--- src/rtl/instruction_sequencer.sv ---
// instruction_sequencer
//   Fetch-and-issue front end for the 8-bit CPU datapath. Holds a writable
//   2^ADDR_W x 24 program memory, steps a program counter, and decodes each
//   word into operand A/B and a 3-bit ALU select. ALU words are issued over a
//   valid/ready handshake; JMP, NOP and HALT are executed internally.
//
//   Word layout: [23:22] class (00 ALU, 01 JMP, 10 HALT, 11 NOP),
//                [21:19] alu_sel, [18:16] reserved, [15:8] A, [7:0] B.
//                JMP target is B[ADDR_W-1:0] (so ADDR_W must be <= 8).
//
// Ports
//   clk, rst                : clock, synchronous active-high reset
//   load_en/addr/data       : program-memory write (IDLE/HALTED only)
//   start                   : run from pc=0 (IDLE/HALTED only)
//   a, b, alu_sel           : decoded operation to the datapath
//   issue_valid/issue_ready : operation handshake
//   pc, busy, halted        : status
module instruction_sequencer #(
   parameter int ADDR_W = 4
) (
   input  logic              clk,
   input  logic              rst,
   input  logic              load_en,
   input  logic [ADDR_W-1:0] load_addr,
   input  logic [23:0]       load_data,
   input  logic              start,
   output logic [7:0]        a,
   output logic [7:0]        b,
   output logic [2:0]        alu_sel,
   output logic              issue_valid,
   input  logic              issue_ready,
   output logic [ADDR_W-1:0] pc,
   output logic              busy,
   output logic              halted
);

   typedef enum logic [1:0] {S_IDLE, S_FETCH, S_EXEC, S_HALTED} state_e;

   localparam logic [1:0]        CLS_ALU  = 2'b00;
   localparam logic [1:0]        CLS_JMP  = 2'b01;
   localparam logic [1:0]        CLS_NOP  = 2'b11;
   localparam int                DEPTH    = 1 << ADDR_W;
   localparam logic [ADDR_W-1:0] PC_ONE   = 1;

   logic [23:0]       mem_q [DEPTH];
   state_e            state_q, state_d;
   logic [ADDR_W-1:0] pc_q, pc_d;
   logic [1:0]        cls_q, cls_d;
   logic [2:0]        sel_q, sel_d;
   logic [7:0]        a_q, a_d, b_q, b_d;
   logic [23:0]       rd_word;
   logic              ctl_open;
   logic              unused_rsvd;

   // load/start are only honoured while the sequencer is not running
   assign ctl_open    = (state_q == S_IDLE) || (state_q == S_HALTED);
   assign rd_word     = mem_q[pc_q];
   assign unused_rsvd = ^rd_word[18:16];

   // Program memory is deliberately outside the reset domain so a reset
   // preserves the loaded program.
   always_ff @(posedge clk) begin
      if (load_en && ctl_open) mem_q[load_addr] <= load_data;
   end

   always_ff @(posedge clk) begin
      if (rst) begin
         state_q <= S_IDLE;
         pc_q    <= '0;
         cls_q   <= '0;
         sel_q   <= '0;
         a_q     <= '0;
         b_q     <= '0;
      end else begin
         state_q <= state_d;
         pc_q    <= pc_d;
         cls_q   <= cls_d;
         sel_q   <= sel_d;
         a_q     <= a_d;
         b_q     <= b_d;
      end
   end

   always_comb begin
      state_d = state_q;
      pc_d    = pc_q;
      cls_d   = cls_q;
      sel_d   = sel_q;
      a_d     = a_q;
      b_d     = b_q;
      case (state_q)
         S_IDLE, S_HALTED: begin
            if (start) begin
               state_d = S_FETCH;
               pc_d    = '0;
            end
         end
         S_FETCH: begin
            // operand fields load for every class; only ALU words issue them
            cls_d   = rd_word[23:22];
            sel_d   = rd_word[21:19];
            a_d     = rd_word[15:8];
            b_d     = rd_word[7:0];
            state_d = S_EXEC;
         end
         S_EXEC: begin
            case (cls_q)
               CLS_ALU: begin
                  if (issue_ready) begin
                     pc_d    = pc_q + PC_ONE;
                     state_d = S_FETCH;
                  end
               end
               CLS_JMP: begin
                  pc_d    = b_q[ADDR_W-1:0];
                  state_d = S_FETCH;
               end
               CLS_NOP: begin
                  pc_d    = pc_q + PC_ONE;
                  state_d = S_FETCH;
               end
               default: state_d = S_HALTED;  // HALT: pc stays on the HALT word
            endcase
         end
         default: state_d = S_IDLE;
      endcase
   end

   assign a           = a_q;
   assign b           = b_q;
   assign alu_sel     = sel_q;
   assign pc          = pc_q;
   assign issue_valid = (state_q == S_EXEC) && (cls_q == CLS_ALU);
   assign busy        = (state_q == S_FETCH) || (state_q == S_EXEC);
   assign halted      = (state_q == S_HALTED);

endmodule

--- config.mk ---
export PLATFORM = sky130hd
export DESIGN_NAME = instruction_sequencer
export DESIGN_NICKNAME = d
export VERILOG_FILES = /design/src/rtl/instruction_sequencer.sv
export SDC_FILE = /design/constraint.sdc
export NUM_CORES = 1
export LEC_CHECK = 0
export CELL_PAD_IN_SITES_DETAIL_PLACEMENT = 0
export CELL_PAD_IN_SITES_GLOBAL_PLACEMENT = 2
export CORE_MARGIN = 3
export CORE_UTILIZATION = 40
export CTS_CLUSTER_SIZE = 24
export DETAILED_ROUTE_END_ITERATION = 12
export PLACE_DENSITY_LB_ADDON = 0.08
export RECOVER_POWER = 25
export SYNTH_ARGS = -nofsm -noshare
export SYNTH_HDL_FRONTEND = slang
export SYNTH_SLANG_ARGS = --single-unit
--- constraint.sdc ---
create_clock -name clk -period 8.48 [get_ports clk]
set_input_delay 2.544 -clock clk [delete_from_list [all_inputs] [get_ports clk]]
set_output_delay 2.544 -clock clk [all_outputs]
set_load 0.02 [all_outputs]
==> impl_summary.txt, run 1 <==
----------------------------------------------------
[Floorplanning]
  Horizontal die dimension ... a little under 200 um
  Starting density of the core ... roughly 41%
  Total Die Area ... 37700 um^2
  Die extent in y ... just under 200 um
  Number of top-level pins ... 59
  Cell Rows ... just under 70
  Core area ... roughly 35000 um^2

[Clocking]
  Root buffer cell ... clkbuf_16
  Number of sinks driven by the clock tree ... between 300 and 400
  CTS tree ... built
  Number of setup buffers added after CTS ... 0
  Cells resized by post-CTS repair ... 0
  Insertion delay of the later-clocked pin in the worst-skew pair ... ~0.51 ns
  Total number of H-tree levels ... 2
  Clock slew seen by the registers of the worst setup and hold paths ... 0.06 ns
  Number of buffers inserted for hold repair after clock tree synthesis ... 0
  Clock buffer count from CTS ... 40
  Deepest clock path buffer count ... 3

[Setup path]
  Required @ worst endpoint ... between 5 and 6 ns
  Startpoint of the most critical register-to-register path ... pc[1]$_SDFFE_PP0P_
  Reg2Reg Setup Slack ... between 5 and 6 ns
  Capture instance of the worst register-to-register path ... b[4]$_SDFFE_PP0N_
  Worst Setup Path Type ... flop to output port
  Setup crit start kind ... flop
  Number of cell instances on the worst register-to-register path ... 6
  Critical path capture point type ... output port
  Worst-path fanout max ... 6
  Critical Path AT ... roughly 2.1 ns

[Placed design]
  Placer's final routability congestion estimate ... ~0.7
  HPWL after detailed placement ... 17800 um
  Area post-placement ... about 15000 um^2
  Number of port buffers ... between 50 and 60

[Power and ir drop]
  Leak pwr ... 0.00499 uW
  Areal power density over the cells ... around 230 nW/um^2
  VDD IR-drop max ... about 0.14 mV

[Route]
  Vias after detailed routing ... 7526
  Initial DRC Count ... between 600 and 700
  First drt pass iteration count ... 7
  DRC violations left ... 0
  Via-per-instance ratio ... between 5 and 6
  Antenna-violating nets left ... 0
  WL/cell ... between 20 and 25 um
  Wire length reported by the detailed router ... 34200 um

[STA]
  Clk_skew ... roughly 0.0086 ns
  Number of slew-limit violations in the final report ... 0
  Final count of negative-setup-slack endpoints ... 0
  Sum Neg Setup Slack ... 0 ns
  Max frequency ... about 220 MHz
  Headroom to the max-slew limit ... 25.9%
  Slew at the pin with the worst max-slew slack ... 1.11 ns
  Final period util ... a little over half
  RSZ-0062 raised after global routing ... false
  Hold violation count in the final report ... 0
  Post-layout min period ... between 4 and 5 ns

[Yosys]
  Xor-xnor portion of the synthesized cell area ... 0.124%
  Post-synthesis register bit count ... 363
  Post-synthesis compound-gate area fraction ... roughly 4.6%
  Yosys warning count ... 0
  Post-synthesis area per instance ... approximately 17 um^2
  Fraction of synthesized area in multiplexers ... between 10% and 20%
  Combinational family with the most area after synthesis ... multiplexers
  Area share of the largest cell type after synthesis ... a little under three quarters
  Adder-cell share of the synthesized area ... less than 1%
  Post-Syn Nets ... a little under 900
  Post-synthesis cell type count ... 38
  Simple logic cell fraction of the synthesized area ... under 10%
  Netlist Area Pre-Place ... approximately 14000 um^2
  Post-synthesis instance total ... roughly 840
  Post-synth top area cell ... edfxtp_1
  Sequential cell area fraction in the yosys report ... 75.0%
  Cell types with the largest area share after synthesis ... edfxtp_1 (71%), mux2i_1 (12%), dfxtp_1 (3.8%)

[Layout]
  Final standard cell area without fillers ... approximately 16000 um^2
  Synth-to-Final Area Change ... 15.8%
  ANT cells ... 0
  Fraction of layout cells with a size suffix above 1 ... roughly a tenth
  Number of nets at the end of the flow ... approximately 960

[Worst hold path]
  Hold path startpoint ... a[3]$_SDFFE_PP0N_
  Hold path cells ... 2
  Type of the most critical hold path ... flop to flop
  Sink of the worst hold path ... a[3]$_SDFFE_PP0N_

[Global route]
  GRT overflow ... 0
  Global-route wire length before repair ... 50200 um
  Largest net degree at the start of global routing ... 62
  Number of global-route vias before repair ... about 7700
  GRT Total Usage ... between 10% and 20%
  Number of antenna violations at the first check in global routing ... 1

[Flow run]
  Max-cap violations ... 0

[Status]
  Outcome ... completed

----------------------------------------------------
## where the power goes
group / total, uW / internal, uW / switching, uW
Combinational: 166 / 56.9 / 110
Sequential: 2000 / 1990 / 14.5
Clock: 1530 / 899 / 634
## logic make-up (layout without fill, tap and decap cells)
logic type,count (synthesis),after routing
fa+ha+maj,6,6
xor+xnor,2,2
mux,170,170
buf+inv,51,154
simple gates,154,154
compound gates,95,95
flops,363,363
## worst max-delay path: stages (launching register included)
cell and delay (ns):
dfxtp_1 0.40, inv_1 0.09, ha_1 0.41, inv_1 0.09
clkdlybuf4s50_1 0.59
## final cells by class
type	instances	area (um^2)
clock inverter	15	62.6
fill	2988	18300
clock buffer	55	1100
timing repair buffer	79	731
tap	455	569
inverter	5	18.8
multi-input combinational	427	3290
sequential	363	10600
## synthesized netlist by cell type (all sizes together)
cell type  count
mux2           1
nand3b         1
nand2b         5
o21ai          2
nand3         65
ha             6
nor3b          1
buf           38
and3b          2
o2111ai        2
nor2          15
dfxtp         27
nand4b         1
mux2i        169
a22oi         63
a21oi         26
nor2b          3
or2b           1
or3            3
xnor2          2
or2            1
nor4b          1
o32ai          1
edfxtp       336
nor4           1
nor3           4
inv            5
a31oi          1
and2           1
or3b           1
nand4          1
clkbuf         8
nand2         47
## layout by cell type, fill, tap and decap left out, types with 2 or more instances in the layout
| cell | n |
|---|---|
| clkdlybuf4s50_1 | 43 |
| nand2_1 | 47 |
| ha_1 | 6 |
| nor2_2 | 13 |
| or3_1 | 3 |
| a21oi_1 | 26 |
| nand2b_1 | 5 |
| o21ai_0 | 2 |
| nor2b_4 | 2 |
| clkbuf_8 | 2 |
| buf_4 | 24 |
| o2111ai_1 | 2 |
| xnor2_1 | 2 |
| inv_1 | 5 |
| mux2i_1 | 169 |
| a22oi_1 | 63 |
| nand3_1 | 65 |
| clkinv_1 | 10 |
| clkbuf_16 | 41 |
| dlygate4sd3_1 | 12 |
| edfxtp_1 | 336 |
| clkinv_2 | 5 |
| nor3_2 | 4 |
| clkbuf_1 | 12 |
| dfxtp_1 | 26 |
## state kept, by name (all words and copies together) (netlist names)
signal,flops
state_q,2
mem_q,336
cls_q,2
alu_sel,3
a,8
pc,4
b,8
## stage by stage
step | power, uW | util (%) | instances | hold slack, ns | setup slack (ns)
final | 3700 | 47.3 | 1399 | 0.454 | 3.84
after global placement | 2210 | 43.9 | 1329 | 0.446 | 3.51
after CTS | 3750 | 47.3 | 1399 | 0.464 | 3.81
after global routing | 3840 | 47.3 | 1399 | 0.481 | 3.73
after detailed placement | 2210 | 43.9 | 1329 | 0.448 | 3.43
after floorplan | 2110 | - | 841 | 0.502 | 3.61
## how the worst max path moves through the flow
| stage | startpoint | end | slack, ns | cells past startpoint |
|---|---|---|---|---|
| 5_1_grt | state_q[0]$_SDFFE_PP0P_ | busy | 3.73 | 4 |
| 4_1_cts | state_q[0]$_SDFFE_PP0P_ | busy | 3.81 | 4 |
| 2_1_floorplan | load_addr[2] | mem_q[0][0]$_DFFE_PP_ | 3.61 | 2 |
| 3_5_place_dp | load_addr[3] | mem_q[12][13]$_DFFE_PP_ | 3.43 | 4 |
| 3_3_place_gp | load_addr[3] | mem_q[12][10]$_DFFE_PP_ | 3.51 | 4 |
| 6_report | state_q[0]$_SDFFE_PP0P_ | busy | 3.84 | 4 |
## metal layers
layer,track usage (%),vias to the layer above,routed length (um)
met5,0,-,13
met4,4.10,2,592
met3,2.68,51,1310
met2,31.0,165,17200
met1,24.2,3858,15200
li1,-,3450,-
No activity file was read; power rests on OpenSTA's default activity.
==> inputs of run 2 (changes only) <==
==> constraint.sdc (replaced) <==
create_clock -name clk -period 4.6 [get_ports clk]
set_input_delay 1.38 -clock clk [delete_from_list [all_inputs] [get_ports clk]]
set_output_delay 1.38 -clock clk [all_outputs]
set_load 0.02 [all_outputs]
==> run 2 against run 1 <==
Compared with the run above:
- clock skew rose by 0.0041 ns
- first-iteration DRC count fell by 26%
- clock power rose by 87%
- non-clock buffer count rose by 7
- worst hold slack improved by 0.0045 ns
- wire length fell by 3.8%
- sequential power rose by 85%
==> impl_summary.txt, run 2 (synthesis results as in run 1) <==
----------------------------------------------------
[Status]
  Outcome ... completed

[Route]
  Met2 Routed Length ... 16500 um (-4.1%)
  Met3 wirelength from detailed routing ... 1230 um (-6.3%)
  First drt pass iteration count ... 5 (-2)
  DRC violations left ... 0 (unchanged)
  Wire length on met1 ... 14700 um (-3.2%)
  Vias after detailed routing ... 7497 (-0.39%)
  Highest metal layer with signal wires ... met4
  Antenna-violating nets left ... 0 (unchanged)
  WL/cell ... 23.4 um (-4.4%)
  Initial DRC Count ... 466 (-26%)
  Wire length reported by the detailed router ... 33000 um (-3.8%)
  Via-per-instance ratio ... 5.32 (-1.0%)

[STA]
  Clk_skew ... 0.0126 ns (+0.00407 ns)
  Sum Neg Setup Slack ... 0 ns (unchanged)
  Headroom to the max-slew limit ... 32.4% (+6.5 points)
  Setup WS post-layout ... 1.11 ns (-2.73 ns)
  Number of slew-limit violations in the final report ... 0 (unchanged)
  RSZ-0062 raised after global routing ... false
  Slew at the pin with the worst max-slew slack ... 1.01 ns (-0.0979 ns)
  Final count of negative-setup-slack endpoints ... 0 (unchanged)
  Hold violation count in the final report ... 0 (unchanged)
  Max frequency ... roughly 290 MHz
  Final period util ... approximately 76%
  Post-layout min period ... between 3 and 4 ns

[Power and ir drop]
  Sequential power share ... 53.8% (-0.3 points)
  Leak pwr ... 0.00504 uW (+1.0%)
  Total power ... 6870 uW (+85%)
  VDD IR-drop max ... 0.284 mV (+100%)
  Part of the power in the clock network ... 41.7% (+0.3 points)
  Areal power density over the cells ... 417 nW/um^2 (+85%)
  Cell internal power dissipation ... 5450 uW (+85%)
  Fraction of power consumed by combinational cells ... 4.5% (about the same)
  Fraction of power spent switching nets ... 20.7% (+0.22 points)
  Net Switching ... 1420 uW (+87%)

[Floorplanning]
  Starting density of the core ... 40.8% (unchanged)
  Horizontal die dimension ... 194 um (unchanged)
  Number of top-level pins ... 59 (unchanged)
  Die extent in y ... 194 um (unchanged)
  Total Die Area ... 37700 um^2 (unchanged)
  Cell Rows ... 68 (unchanged)
  Core area ... 34700 um^2 (unchanged)

[Global route]
  GRT Total Usage ... 17.2% (-0.80 points)
  Number of antenna violations at the first check in global routing ... 0 (-1)
  Number of global-route vias before repair ... 7524 (-2.8%)
  Largest net degree at the start of global routing ... 57 (-8.1%)
  Global-route wire length before repair ... 48300 um (-3.8%)
  GRT overflow ... 0 (unchanged)

[Layout]
  Leading cell types in the layout, fill and taps excluded ... edfxtp_1 (336), mux2i_1 (169), nand3_1 (65)
  Number of nets at the end of the flow ... 962 (+0.73%)
  Number of flip-flops under the largest register name ... 336 (unchanged)
  Multi-input combinational cell area ... 3290 um^2 (about the same)
  Leading cell type in the layout, fill and taps excluded ... edfxtp_1
  FILL cells ... 3014 (+0.87%)
  Sequential Area ... 10600 um^2 (unchanged)
  ANT cells ... 0 (unchanged)
  Final standard cell area without fillers ... 16500 um^2 (+0.50%)
  Biggest register ... mem_q
  Synth-to-Final Area Change ... 16.3%
  Fraction of layout cells with a size suffix above 1 ... 11.3% (+0.74 points)

[Placed design]
  Placement-stage worst setup slack ... 1.25 ns (-2.18 ns)
  HPWL after detailed placement ... 17900 um (+0.44%)
  Area post-placement ... 15300 um^2 (+0.42%)
  Placer's final routability congestion estimate ... 0.716 (+2.7%)
  Number of port buffers ... 55 (unchanged)

[Clocking]
  CTS tree ... built
  Insertion delay of the later-clocked pin in the worst-skew pair ... 0.52 ns (about the same)
  Total number of H-tree levels ... 2 (unchanged)
  Root buffer cell ... clkbuf_16
  Cells resized by post-CTS repair ... 0 (unchanged)
  Clock buffer count from CTS ... 40 (unchanged)
  Deepest clock path buffer count ... 3 (unchanged)
  Clock slew seen by the registers of the worst setup and hold paths ... 0.05 ns (about the same)
  Number of buffers inserted for hold repair after clock tree synthesis ... 0 (unchanged)
  Number of sinks driven by the clock tree ... 363 (unchanged)
  Number of setup buffers added after CTS ... 0 (unchanged)

[Flow run]
  Max-cap violations ... 0 (unchanged)

[Setup path]
  Setup crit start kind ... flop
  Worst-path fanout max ... 6 (unchanged)
  Required @ worst endpoint ... 3.22 ns (-2.72 ns)
  Critical Path AT ... 2.11 ns (+0.02 ns)
  Worst Setup Path Type ... flop to output port
  Startpoint of the most critical register-to-register path ... state_q[0]$_SDFFE_PP0P_
  Number of cell instances on the worst register-to-register path ... 6 (unchanged)
  Capture instance of the worst register-to-register path ... mem_q[0][10]$_DFFE_PP_
  Critical path capture point type ... output port
  Reg2Reg Setup Slack ... 2.20 ns (-3.18 ns)

[Worst hold path]
  Hold path cells ... 2 (unchanged)
  Sink of the worst hold path ... b[6]$_SDFFE_PP0N_
  Type of the most critical hold path ... flop to flop
  Hold path startpoint ... b[6]$_SDFFE_PP0N_

----------------------------------------------------
[run 2: cell count changes in the layout (fill, tap and decap cells not counted)]
cell             change
clkinv_1             -2
inv_6                +2
dlygate4sd3_1        +1
buf_4                +6
buf_12               +1
clkdlybuf4s50_1      -1
and3b_1              +1
and3b_2              -1
clkbuf_1             +2
[run 2: worst max-delay path, cell delays in order (launching register included)]
cell and delay [ns]:
dfxtp_1 0.40, inv_1 0.09, ha_1 0.42, inv_1 0.09, clkdlybuf4s50_1 0.60
[run 2: worst max path at each step]
stage,slack (ns),endpoint,cells past startpoint,startpoint
2_1_floorplan,0.89,mem_q[0][0]$_DFFE_PP_,2,load_addr[2]
3_3_place_gp,1.26,mem_q[0][6]$_DFFE_PP_,5,load_en
3_5_place_dp,1.25,mem_q[0][6]$_DFFE_PP_,5,load_en
4_1_cts,1.09,busy,4,state_q[0]$_SDFFE_PP0P_
5_1_grt,0.99,busy,4,state_q[0]$_SDFFE_PP0P_
6_report,1.11,busy,4,state_q[0]$_SDFFE_PP0P_
[run 2: through the flow]
stage / utilization, % / hold WS (ns) / instances
finish: 47.5 / 0.458 / 1408
floorplan: - / 0.502 / 841
global route: 47.5 / 0.480 / 1408
CTS: 47.5 / 0.464 / 1408
detailed placement: 44.1 / 0.446 / 1336
global placement: 44.1 / 0.445 / 1336
[run 2: metal layers]
metal  vias up  global-route usage, %
met5         -                      0
met4         0                   4.52
met3        45                   2.83
met2       170                   29.4
met1      3826                   22.9
li1       3456                      -
[run 2: power groups by stage]
| stage | clock (uW) | combinational (uW) | sequential, uW |
|---|---|---|---|
| final | 2860 | 307 | 3700 |
| after global routing | 3090 | 333 | 3700 |
| after CTS | 2940 | 314 | 3700 |
| after detailed placement | 0 | 313 | 3770 |
| after global placement | 0 | 306 | 3760 |
| after floorplan | 0 | 118 | 3780 |
[run 2: final cells by class]
type / count / share of cell area [%]
sequential: 363 / 64.5
multi-input combinational: 427 / 19.9
clock buffer: 57 / 6.71
timing repair buffer: 86 / 4.83
tap: 455 / 3.45
clock inverter: 15 / 0.440
inverter: 5 / 0.114
